`src/rtl/slave_port_if.sv`:
```
`default_nettype none
// ============================================================================
//  Module      : slave_port_if
//  Description : Serial system-bus link between a master port and a slave
//                port. The master drives the frame strobe, the mode and the
//                serial address/write-data lines. The slave drives the
//                ready flag and the serial read-data return.
//  Signals     : sp_valid, sp_mode, sp_addr, sp_wdata  master -> slave
//                sp_ready, sp_rdata, sp_rvalid         slave  -> master
//  Revision    : 1.0  initial release
// ============================================================================
interface slave_port_if;
  logic sp_valid;
  logic sp_mode;
  logic sp_addr;
  logic sp_wdata;
  logic sp_ready;
  logic sp_rdata;
  logic sp_rvalid;

  modport master (
    output sp_valid, sp_mode, sp_addr, sp_wdata,
    input  sp_ready, sp_rdata, sp_rvalid
  );

  modport slave (
    input  sp_valid, sp_mode, sp_addr, sp_wdata,
    output sp_ready, sp_rdata, sp_rvalid
  );
endinterface
`default_nettype wire

```
`src/rtl/slave_port.sv`:
```
`default_nettype none
// ============================================================================
//  Module      : slave_port
//  Description : Bus-side responder for the serial system bus. Deserialises
//                a slave-local address (and write data) from one-bit lines,
//                issues one parallel access to the attached slave and, for
//                reads, returns the slave data serially, LSB first.
//  Ports       : clk, rst        clock, synchronous active-high reset
//                sp              serial bus (slave modport of slave_port_if)
//                s_addr/s_wdata  parallel address / write data to slave
//                s_wen/s_valid   access type / request to slave
//                s_ready/s_rdata slave acceptance / read data
//  Revision    : 1.0  initial release
// ============================================================================
module slave_port #(
  parameter int ADDR_WIDTH = 12,
  parameter int DATA_WIDTH = 8
) (
  input  logic                  clk,
  input  logic                  rst,
  slave_port_if.slave           sp,
  output logic [ADDR_WIDTH-1:0] s_addr,
  output logic [DATA_WIDTH-1:0] s_wdata,
  output logic                  s_wen,
  output logic                  s_valid,
  input  logic                  s_ready,
  input  logic [DATA_WIDTH-1:0] s_rdata
);

  // Counter spans both the frame bit index and the read-return beat count.
  localparam int                CNT_W         = $clog2(ADDR_WIDTH + 1);
  localparam logic [CNT_W-1:0] LAST_ADDR_BIT = CNT_W'(ADDR_WIDTH - 1);
  localparam logic [CNT_W-1:0] DATA_BITS     = CNT_W'(DATA_WIDTH);
  localparam logic [CNT_W-1:0] CNT_ONE       = CNT_W'(1);

  typedef enum logic [1:0] {
    IDLE = 2'd0,
    RX   = 2'd1,
    REQ  = 2'd2,
    RSP  = 2'd3
  } state_e;

  state_e                  state_q;
  logic [CNT_W-1:0]        cnt_q;
  logic                    mode_q;
  logic [ADDR_WIDTH-1:0]   addr_q;
  logic [DATA_WIDTH-1:0]   wdata_q;
  logic [DATA_WIDTH-1:0]   rsh_q;
  logic                    sp_ready_q;
  logic                    sp_rdata_q;
  logic                    sp_rvalid_q;
  logic                    s_valid_q;
  logic                    s_wen_q;

  always_ff @(posedge clk) begin
    if (rst) begin
      state_q     <= IDLE;
      cnt_q       <= '0;
      mode_q      <= 1'b0;
      addr_q      <= '0;
      wdata_q     <= '0;
      rsh_q       <= '0;
      sp_ready_q  <= 1'b1;
      sp_rdata_q  <= 1'b0;
      sp_rvalid_q <= 1'b0;
      s_valid_q   <= 1'b0;
      s_wen_q     <= 1'b0;
    end else begin
      case (state_q)
        IDLE: begin
          if (sp.sp_valid) begin
            // Bits arrive LSB first: shifting in from the top leaves bit 0
            // in position 0 once the whole field has been received.
            mode_q     <= sp.sp_mode;
            addr_q     <= {sp.sp_addr, addr_q[ADDR_WIDTH-1:1]};
            if (sp.sp_mode) begin
              wdata_q <= {sp.sp_wdata, wdata_q[DATA_WIDTH-1:1]};
            end
            cnt_q      <= CNT_ONE;
            sp_ready_q <= 1'b0;
            state_q    <= RX;
          end
        end

        RX: begin
          if (!sp.sp_valid) begin
            // Truncated frame: drop it without touching the slave.
            cnt_q      <= '0;
            sp_ready_q <= 1'b1;
            state_q    <= IDLE;
          end else begin
            addr_q <= {sp.sp_addr, addr_q[ADDR_WIDTH-1:1]};
            if (mode_q && (cnt_q < DATA_BITS)) begin
              wdata_q <= {sp.sp_wdata, wdata_q[DATA_WIDTH-1:1]};
            end
            if (cnt_q == LAST_ADDR_BIT) begin
              cnt_q     <= '0;
              s_valid_q <= 1'b1;
              s_wen_q   <= mode_q;
              state_q   <= REQ;
            end else begin
              cnt_q <= cnt_q + CNT_ONE;
            end
          end
        end

        REQ: begin
          if (s_ready) begin
            s_valid_q <= 1'b0;
            s_wen_q   <= 1'b0;
            if (mode_q) begin
              sp_ready_q <= 1'b1;
              state_q    <= IDLE;
            end else begin
              // Bit 0 goes straight out; the rest waits in the shifter.
              sp_rdata_q  <= s_rdata[0];
              rsh_q       <= s_rdata >> 1;
              sp_rvalid_q <= 1'b1;
              cnt_q       <= CNT_ONE;
              state_q     <= RSP;
            end
          end
        end

        RSP: begin
          if (cnt_q == DATA_BITS) begin
            sp_rvalid_q <= 1'b0;
            sp_rdata_q  <= 1'b0;
            sp_ready_q  <= 1'b1;
            cnt_q       <= '0;
            state_q     <= IDLE;
          end else begin
            sp_rdata_q <= rsh_q[0];
            rsh_q      <= rsh_q >> 1;
            cnt_q      <= cnt_q + CNT_ONE;
          end
        end

        default: begin
          state_q <= IDLE;
        end
      endcase
    end
  end

  assign sp.sp_ready  = sp_ready_q;
  assign sp.sp_rdata  = sp_rdata_q;
  assign sp.sp_rvalid = sp_rvalid_q;
  assign s_addr       = addr_q;
  assign s_wdata      = wdata_q;
  assign s_wen        = s_wen_q;
  assign s_valid      = s_valid_q;

endmodule
`default_nettype wire

```
`src/flat_wrapper.sv`:
```
// flat-port wrapper written by rule: the top's interface ports become plain ports
module slave_port_flat 
#(
  parameter int ADDR_WIDTH = 12,
  parameter int DATA_WIDTH = 8
)
  (clk, rst, s_addr, s_wdata, s_wen, s_valid, s_ready, s_rdata, sp_sp_valid, sp_sp_mode, sp_sp_addr, sp_sp_wdata, sp_sp_ready, sp_sp_rdata, sp_sp_rvalid);
  slave_port_if sp_i ();
  input  logic clk;
  input  logic rst;
  output logic [ADDR_WIDTH-1:0] s_addr;
  output logic [DATA_WIDTH-1:0] s_wdata;
  output logic s_wen;
  output logic s_valid;
  input  logic s_ready;
  input  logic [DATA_WIDTH-1:0] s_rdata;
  input wire logic [$bits(sp_i.sp_valid)-1:0] sp_sp_valid;
  input wire logic [$bits(sp_i.sp_mode)-1:0] sp_sp_mode;
  input wire logic [$bits(sp_i.sp_addr)-1:0] sp_sp_addr;
  input wire logic [$bits(sp_i.sp_wdata)-1:0] sp_sp_wdata;
  output wire logic [$bits(sp_i.sp_ready)-1:0] sp_sp_ready;
  output wire logic [$bits(sp_i.sp_rdata)-1:0] sp_sp_rdata;
  output wire logic [$bits(sp_i.sp_rvalid)-1:0] sp_sp_rvalid;
  assign sp_i.sp_valid = sp_sp_valid;
  assign sp_i.sp_mode = sp_sp_mode;
  assign sp_i.sp_addr = sp_sp_addr;
  assign sp_i.sp_wdata = sp_sp_wdata;
  assign sp_sp_ready = sp_i.sp_ready;
  assign sp_sp_rdata = sp_i.sp_rdata;
  assign sp_sp_rvalid = sp_i.sp_rvalid;
  slave_port #(.ADDR_WIDTH(ADDR_WIDTH), .DATA_WIDTH(DATA_WIDTH)) u_core (.clk(clk), .rst(rst), .sp(sp_i), .s_addr(s_addr), .s_wdata(s_wdata), .s_wen(s_wen), .s_valid(s_valid), .s_ready(s_ready), .s_rdata(s_rdata));
endmodule
```
`config.mk`:
```
export PLATFORM = sky130hd
export DESIGN_NAME = slave_port_flat
export DESIGN_NICKNAME = d
export VERILOG_FILES = /design/src/rtl/slave_port_if.sv /design/src/rtl/slave_port.sv /design/src/flat_wrapper.sv
export SDC_FILE = /design/constraint.sdc
export NUM_CORES = 1
export LEC_CHECK = 0
export BUFFER_PORTS_ARGS = -buffer_cell sky130_fd_sc_hd__buf_4
export CORE_MARGIN = 2
export CORE_UTILIZATION = 25
export DETAILED_ROUTE_END_ITERATION = 10
export PLACE_DENSITY = 0.51
export SLEW_MARGIN = 5
export SYNTH_ARGS = -nofsm -noshare
export SYNTH_HDL_FRONTEND = slang
export SYNTH_SLANG_ARGS = --single-unit
```
`constraint.sdc`:
```
create_clock -name clk -period 1.36 [get_ports clk]
set_input_delay 0.136 -clock clk [delete_from_list [all_inputs] [get_ports clk]]
set_output_delay 0.136 -clock clk [all_outputs]
set_load 0.01 [all_outputs]
```
Word level (Yosys, flattened, before mapping) --
Index checks and enable logic that the tools add are counted.
Cells by class: $add $sub $neg 1, $mul 0, divide/modulo/power cells 0, $lt $le $gt $ge 1, eq/ne operators 17, shift-type cells 0, multiplexer cells 44, bitwise logic cells 0, reduce and logical (&&, ||, !) cells 16
Operators with widths (count):
- 8-bit 2-to-1 mux | 7
- 8-bit one-hot mux with 2 select lines | 2
- 4-bit 2-to-1 mux | 6
- 1-bit 2-to-1 mux | 16
- 4-bit one-hot mux with 4 select lines | 1
- 4-bit AND reduction | 4
- 2-bit != test (second input constant) | 7
- 2-bit 2-to-1 mux | 6
- 5-bit AND reduction | 2
- 4-bit equality test (second input constant) | 2
- 2-bit by 1-bit != test with 1-bit output (second input constant) | 4
- 1-bit one-hot mux with 2 select lines | 4
- 2-bit one-hot mux with 4 select lines | 1
- 3-bit AND reduction | 2
- 2-bit nonzero test | 3
- 4-bit by 1-bit adder with 4-bit output (second input constant) | 1
- 2-bit equality test (second input constant) | 2
- 4-bit less-than comparator (second input constant) | 1
- 1-bit one-hot mux with 4 select lines | 1
- 2-bit AND reduction | 2
- 3-bit by 2-bit != test with 1-bit output (second input constant) | 1
- 2-bit by 1-bit equality test with 1-bit output (second input constant) | 1
- 2-bit zero test | 1
- 2-bit OR reduction | 1
- 1-bit logical AND | 1
Storage, ports and cells: register bits after elaboration 40, bits in latches 0, bits in writable memories 0, memory bits (read-only) 0, output and inout bits 25, memories kept 0

Longest topological paths before layout --
Gate-level depths: netlist of run 1.
depth in word-level cells 5, depth in mapped cells 7, mapped depth without buffers 6

Least setup slack after synthesis of run 1 --
Ideal clock, no wire load.
path kind register to register, start register u_core.cnt_q[0], end register u_core.rsh_q[2], setup time 91 ps, arrival time 1333 ps, setup slack -64 ps, stages on the path, launching flop included 8, buffers on the path 1, clock period less this slack 1424 ps, cell sequence dfxtp_1 -> inv_1 -> ha_1 -> and3b_4 -> o21ai_4 -> buf_6 -> nor2_1 -> a311oi_1
On the way: word-level cells in the longest chain between the ends 3
RTL lines:
- start, declared | line slave_port.sv:44 | logic [CNT_W-1:0] cnt_q;
- start signal, assigned | line slave_port.sv:102 | cnt_q <= cnt_q + CNT_ONE;
- start signal, assigned | line slave_port.sv:135 | cnt_q <= cnt_q + CNT_ONE;
- 4-bit equality test | line slave_port.sv:126 | if (cnt_q == DATA_BITS) begin
- 2-bit != test (no line)
- 4-bit AND reduction (no line)
- end signal, assigned | line slave_port.sv:117 | rsh_q <= s_rdata >> 1;
- end signal, assigned | line slave_port.sv:134 | rsh_q <= rsh_q >> 1;
- end, declared | line slave_port.sv:48 | logic [DATA_WIDTH-1:0] rsh_q;
Every way passes these cells. A chain may end at the register's enable or synchronous reset.

Final worst setup path of run 1 --
start register u_core.cnt_q[1], end register u_core.rsh_q[2]
Same word-level chain as after synthesis.

==> metrics.yaml, run 1 <==
clocking:
  clockRootBuffer: "clkbuf_8"
  tritoncts: "done"
  clk_path_buf_depth: 2
  clock_latency_ns: 0.29
  cts.htree.levels: 2
  cts_num_sinks: 39
  cts_buffers: 5
  path_clk_slew_ns: 0.08
  cts_hold_buffers: 0
layout:
  stdcell_count: 362
  num-fill-cells: 731
  final_util_pct: 37.1
  nets: 282
  final_area_um2: 2520
  syn2layout_area_growth_pct: 43.6
  layout_common_cells: "buf_4 (66), nand2_1 (36), dfxtp_1 (34)"
  mostFrequentLayoutCell: "buf_4"
  diodes: 0
  drive_gt1_share_pct: 39.1
synth:
  synth_top_family_by_area: "simple AND/OR/NAND/NOR gates"
  avgSynthCellArea_um2: 8.76
  ys_top_cells_by_area: "dfxtp_1 (45%), nand2_1 (7.7%), nor2_1 (4.7%)"
  yosys_register_bits: 39
  synthAdderAreaFrac_pct: 2.00
  syn_area_um2: 1750
  synthMuxAreaShare_pct: 5.21
  synth_compound_area_share_pct: 18.1
  synthSimpleGateAreaFrac_pct: 23.3
  yosysUniqueCellTypes: 38
  synthXorXnorAreaFrac_pct: 0.500
  yosysSeqAreaShare_pct: 44.5
  yosysWarnings: 0
  synth_top_area_share_pct: 44.5
  synthCells: 200
  yosys.area.top_type: "dfxtp_1"
  syn_nets: 217
worst_setup_path:
  cp.arrival_ns: 1.66
  cp.required_ns: 1.57
  rrSetupSlack_ns: -0.09
  startpoint_type: "register"
  crit_type: "reg -> reg"
  end_kind: "register"
  cp_max_fo: 5
global_routing:
  use_met3_pct: 3.02
  grt.total_usage_pct: 12.5
  grt_max_degree: 40
  met1_usage_pct: 15.8
  grt_pass1_vias: 1642
  antenna_found_initial: 0
  grt_overflow_total: 0
  use_met2_pct: 20.2
  top_usage_layer: "met2"
  grt_pass1_wl_mm: 7.56
min_path:
  hold_path.class: "in -> reg"
drt:
  vias: 1592
  dr.pass1.iters: 4
  detail_route.vias_per_cell: 4.40
  drc: 0
  antenna_left: 0
  drt_wl_total_mm: 4.50
  wire_per_inst_um: 12.4
  drtIter0Drc: 64
power:
  p_per_area_nw_per_um2: 963
  power_mw: 2.42
  leakagePower_nw: 0.983
  ir_worst_vdd_mv: 0.465
placement:
  dpl_worst_slack_ns: -0.104
  dp_hpwl_mm: 3.20
  port_buffers: 39
  gp_congestion: 0.786
  place_inst: 347
  dpl_cell_area_um2: 2280
run:
  cap_violations: 0
floorplan:
  ios: 40
  die_h_um: 87.7
  die-area_um2: 7700
  start_util_pct: 25.8
  rows: 30
  dieWidth_um: 87.7
  core_area_um2: 6790
sta:
  fin_crit_ns: 1.45
  timing.final.hold_violations: 0
  rsz0062_at_grt: "true"
  setup_slack_ns: -0.0930
  tightest_slew_ns: 0.416
  slew_headroom_pct: 72.3
  max_freq_mhz: 688
  finalSetupViolations: 9
  finalCritPeriodShare_pct: 107
  slew_viol_final: 0
  skew_ns: 0.00997
run_status:
  failed_checks: "setup timing"
  outcome: "finished, violations left"
==> cell families (layout without fill, tap and decap cells) <==
group | after synthesis | after routing
XOR/XNOR | 1 | 1
AO/OA/AOI/OAI | 44 | 44
AND/OR/NAND/NOR | 85 | 85
multiplexers | 9 | 9
adder cells (fa/ha/maj) | 3 | 3
flip-flops | 39 | 39
buffers and inverters | 19 | 85
==> layout make-up <==
| class | instances | area (um2) | area share [%] |
|---|---|---|---|
| clock inverter | 3 | 43.8 | 1.74 |
| sequential | 39 | 790 | 31.4 |
| timing repair buffer | 71 | 561 | 22.3 |
| inverter | 6 | 22.5 | 0.895 |
| tap | 96 | 120 | 4.77 |
| clock buffer | 5 | 68.8 | 2.73 |
| multi-input combinational | 142 | 912 | 36.2 |
==> metal layers <==
metal	vias to the layer above	wire, um
li1	820	-
met1	735	2170
met2	28	2100
met3	9	124
met4	0	96
met5	-	0
==> power breakdown <==
group / switching (mW) / internal (mW)
registers: 0.0209 / 1.16
clock network: 0.425 / 0.546
logic: 0.132 / 0.138
total: 0.579 / 1.85
==> synthesized netlist by cell type (all sizes together) <==
| library cell | instances |
|---|---|
| nor2b | 3 |
| nand2b | 2 |
| nand4bb | 1 |
| dfxtp | 39 |
| o21bai | 1 |
| mux2i | 8 |
| inv | 6 |
| and3b | 2 |
| nand3 | 10 |
| a22oi | 1 |
| a21oi | 18 |
| nand4b | 1 |
| o21ai | 9 |
| a31oi | 3 |
| ha | 2 |
| clkbuf | 7 |
| a221oi | 1 |
| o32ai | 1 |
| mux2 | 1 |
| a311oi | 8 |
| nor3 | 2 |
| buf | 6 |
| nor4 | 1 |
| nand2 | 37 |
| nand3b | 4 |
| maj3 | 1 |
| nor2 | 22 |
| o211ai | 1 |
| a2bb2oi | 1 |
| xnor2 | 1 |
==> per-stage QoR <==
step	hold WS (ns)	setup TNS, ns
CTS	0.0708	-0.644
finish	0.0745	-0.336
global route	0.0641	-1.38
detailed placement	0.382	-1.15
floorplan	0.272	0
global placement	0.369	-0.817
==> critical path, cell delays in order (launching register included) <==
cell and delay, ns:
dfxtp_2 0.33, inv_1 0.09, ha_4 0.13, and3b_4 0.24
o21ai_4 0.07, buf_6 0.13, buf_4 0.13, a311oi_1 0.23
==> path summary, 6_finish.rpt <==
kind	start	end	cells past startpoint
max	u_core.cnt_q[1]	u_core.rsh_q[2]	7
min reg2reg	u_core.s_addr[9]	u_core.s_addr[8]	2
max reg2reg	u_core.cnt_q[1]	u_core.rsh_q[2]	7
min	s_rdata[7]	u_core.rsh_q[6]	3
==> registers in the layout, summed over array words and instances, names as in the netlist <==
name and count:
u_core.s_valid 1, u_core.rsh_q 7, u_core.s_addr 12, u_core.sp.sp_ready 1, u_core.mode_q 1, u_core.cnt_q 4, u_core.sp.sp_rdata 1, u_core.s_wen 1
u_core.state_q 2, u_core.sp.sp_rvalid 1, u_core.s_wdata 8
==> what timing repair did <==
action                     4_1_cts  5_1_grt
pin swaps                       10       10
setup endpoints to repair       20       23
buffers inserted                 5        2
gates resized for setup         12        9
(Power assumes the default switching activity.)
==> inputs of run 2 (changes only) <==
--- a/config.mk
+++ b/config.mk
@@ -10,7 +10,9 @@
 export CORE_UTILIZATION = 25
 export DETAILED_ROUTE_END_ITERATION = 10
 export PLACE_DENSITY = 0.51
+export RECOVER_POWER = 50
 export SLEW_MARGIN = 5
 export SYNTH_ARGS = -nofsm -noshare
 export SYNTH_HDL_FRONTEND = slang
 export SYNTH_SLANG_ARGS = --single-unit
+export TNS_END_PERCENT = 10
==> run 2 against run 1 <==
  * The flow still finishes with violations (setup timing)
  * Global-route usage decreased by 0.10 points
  * Register-to-register slack gained 0.02 ns
  * Hold slack about the same
  * Count of clock-buffer cells in the layout unchanged
  * Routed wire length fell by 0.13%
  * Total power up 1.5%
  * Utilization is 1.4 points lower
  * Cell count fell by 0.55%
  * Clock skew is 0.0022 ns lower
  * Clock power barely moved
  * Die area unchanged
==> metrics.yaml, run 2 (synthesis gave the netlist of run 1 again) <==
run_status:
  outcome: "finished, violations left"
  failed_checks: "setup timing"
worst_setup_path:
  startpoint_type: "register"
  cp.arrival_ns: 1.60  # -0.06 ns
  cp.required_ns: 1.52  # -0.05 ns
  crit_type: "reg -> reg"
  end_kind: "register"
  rr_startpoint: "u_core.cnt_q[0]"
  rrSetupSlack_ns: -0.08  # +0.02 ns
  reg2reg_to: "u_core.rsh_q[5]"
  cp_max_fo: 5  # unchanged
  r2r.worst_path.cells: 6  # -1
layout:
  diodes: 0  # unchanged
  mostFrequentLayoutCell: "buf_4"
  nets: 280  # -0.71%
  drive_gt1_share_pct: 31.4  # -7.7 points
  largest_reg_flops: 12  # unchanged
  stdcell_count: 360  # -0.55%
  layout_common_cells: "buf_4 (44), nand2_1 (36), dfxtp_1 (33)"
  syn2layout_area_growth_pct: 38.2
placement:
  port_buffers: 39  # unchanged
  place_inst: 350  # +0.86%
  dp_hpwl_mm: 3.04  # -4.8%
  gp_congestion: 0.788  # +0.20%
clocking:
  path_clk_slew_ns: 0.09  # about the same
  cts.htree.levels: 2  # unchanged
  tritoncts: "done"
  cts_num_sinks: 39  # unchanged
  clock_latency_ns: 0.30  # about the same
  clk_path_buf_depth: 2  # unchanged
  cts_buffers: 5  # unchanged
  clockRootBuffer: "clkbuf_8"
  cts_hold_buffers: 0  # unchanged
power:
  ir_worst_vdd_mv: 0.404  # -13%
  sw_frac_of_total_pct: 25.0  # +1.1 points
  pwr-share-seq_pct: 48.1  # -0.7 points
  p_sw_mw: 0.614  # +6.2%
  p_per_area_nw_per_um2: 1020  # +5.5%
  pwr-share-clk_pct: 40.7  # +0.6 points
  leakagePower_nw: 0.880  # -10%
  p_comb_share_pct: 11.2  # about the same
  cellInternalPower_mw: 1.85  # about the same
drt:
  antenna_left: 0  # unchanged
  detail_route.vias_per_cell: 4.56  # +3.7%
  dr.pass1.iters: 4  # unchanged
  drt_wl_total_mm: 4.49  # -0.13%
  drc: 0  # unchanged
  wire_per_inst_um: 12.5  # +0.42%
  drtIter0Drc: 67  # +4.7%
  vias: 1641  # +3.1%
sta:
  timing.final.hold_violations: 0  # unchanged
  skew_ns: 0.00781  # -0.00216 ns
  rsz0062_at_grt: "true"
  setup_slack_ns: -0.0766  # +0.0164 ns
  slew_headroom_pct: 69.8  # -2.5 points
  setup_tns_ns: -0.416  # -0.0806 ns
  slew_viol_final: 0  # unchanged
  tightest_slew_ns: 0.453  # +0.0375 ns
  finalCritPeriodShare_pct: 106  # -1.2 points
  finalSetupViolations: 9  # unchanged
  fin_crit_ns: 1.44  # -0.0164 ns
  max_freq_mhz: 696  # +1.1%
global_routing:
  use_met2_pct: 18.4  # -1.9 points
  grt_max_degree: 40  # unchanged
  grt_overflow_total: 0  # unchanged
  antenna_found_initial: 0  # unchanged
  top_usage_layer: "met2"
  grt_pass1_wl_mm: 7.56  # unchanged
  use_met3_pct: 2.26  # -0.75 points
  grt.total_usage_pct: 12.4  # -0.10 points
  grt_pass1_vias: 1516  # -7.7%
  met1_usage_pct: 17.5  # +1.7 points
min_path:
  hold_depth: 3  # unchanged
  hp-start: "sp_sp_addr"
  hold_path.class: "in -> reg"
  hold_end: "u_core.s_addr[11]"
floorplan:
  die-area_um2: 7700  # unchanged
  core_area_um2: 6790  # unchanged
  rows: 30  # unchanged
  ios: 40  # unchanged
  start_util_pct: 25.8  # unchanged
  dieWidth_um: 87.7  # unchanged
  die_h_um: 87.7  # unchanged
run:
  cap_violations: 0  # unchanged
-- run 2: cell types whose count changed in the layout (fill, tap and decap cells not counted), moves of 2 or more --
cell and change:
buf_6 -2, clkbuf_1 +21, buf_4 -22, mux2i_2 -2, mux2i_1 +2, o21ai_2 +2
-- run 2: repair_timing --
item,4_1_cts,5_1_grt
gates cloned,1,0
buffers inserted,0,1
pin swaps,4,10
setup endpoints to repair,24,24
gates resized for setup,7,14
-- run 2: cell type report --
class                           count  area (um2)
Clock buffer                        5        68.8
Clock inverter                      3        43.8
Fill cell                         729        4370
Inverter                            6        22.5
Multi-Input combinational cell    143         925
Sequential cell                    39         791
Tap cell                           96         120
Timing Repair Buffer               68         452
-- run 2: routing by layer --
layer	vias to the layer above	share of wire [%]
met5	-	0
met4	0	3.0
met3	10	4.1
met2	41	43
met1	771	50
li1	819	-
-- run 2: how the worst max path moves through the flow --
stage | slack [ns] | start | cells after the start | endpoint
6_report | -0.08 | u_core.cnt_q[0] | 6 | u_core.rsh_q[5]
5_1_grt | -0.14 | u_core.cnt_q[0] | 7 | u_core.cnt_q[2]
4_1_cts | -0.13 | u_core.cnt_q[0] | 5 | u_core.cnt_q[2]
3_5_place_dp | -0.14 | u_core.cnt_q[0] | 7 | u_core.state_q[0]
3_3_place_gp | -0.1 | u_core.state_q[1] | 5 | u_core.mode_q
2_1_floorplan | -0.002 | u_core.cnt_q[0] | 5 | u_core.cnt_q[2]
-- run 2: per-stage QoR --
stage          setup slack, ns  hold WS [ns]  util (%)  total power [mW]  area, um2
2_1_floorplan         -0.00232         0.272         -              1.34       1760
3_3_place_gp           -0.0989         0.377      33.9              1.46       2310
3_5_place_dp            -0.145         0.387      33.9              1.46       2310
4_1_cts                 -0.127        0.0692      36.1              2.47       2450
5_1_grt                 -0.144        0.0766      35.7              2.56       2420
6_report               -0.0766        0.0745      35.7              2.46       2420
-- run 2: power by group through the flow --
stage,combinational [mW],sequential (mW),clock (mW)
CTS,0.259,1.18,1.03
global route,0.303,1.19,1.07
finish,0.275,1.18,1.00
detailed placement,0.253,1.21,0
global placement,0.254,1.21,0
floorplan,0.135,1.21,0
-- run 2: critical path, stage by stage (launching register included) --
cell      delay [ns]
dfxtp_2         0.36
inv_2           0.06
ha_4            0.15
and3b_4         0.22
o21ai_2         0.27
buf_4           0.17
a311oi_1        0.07
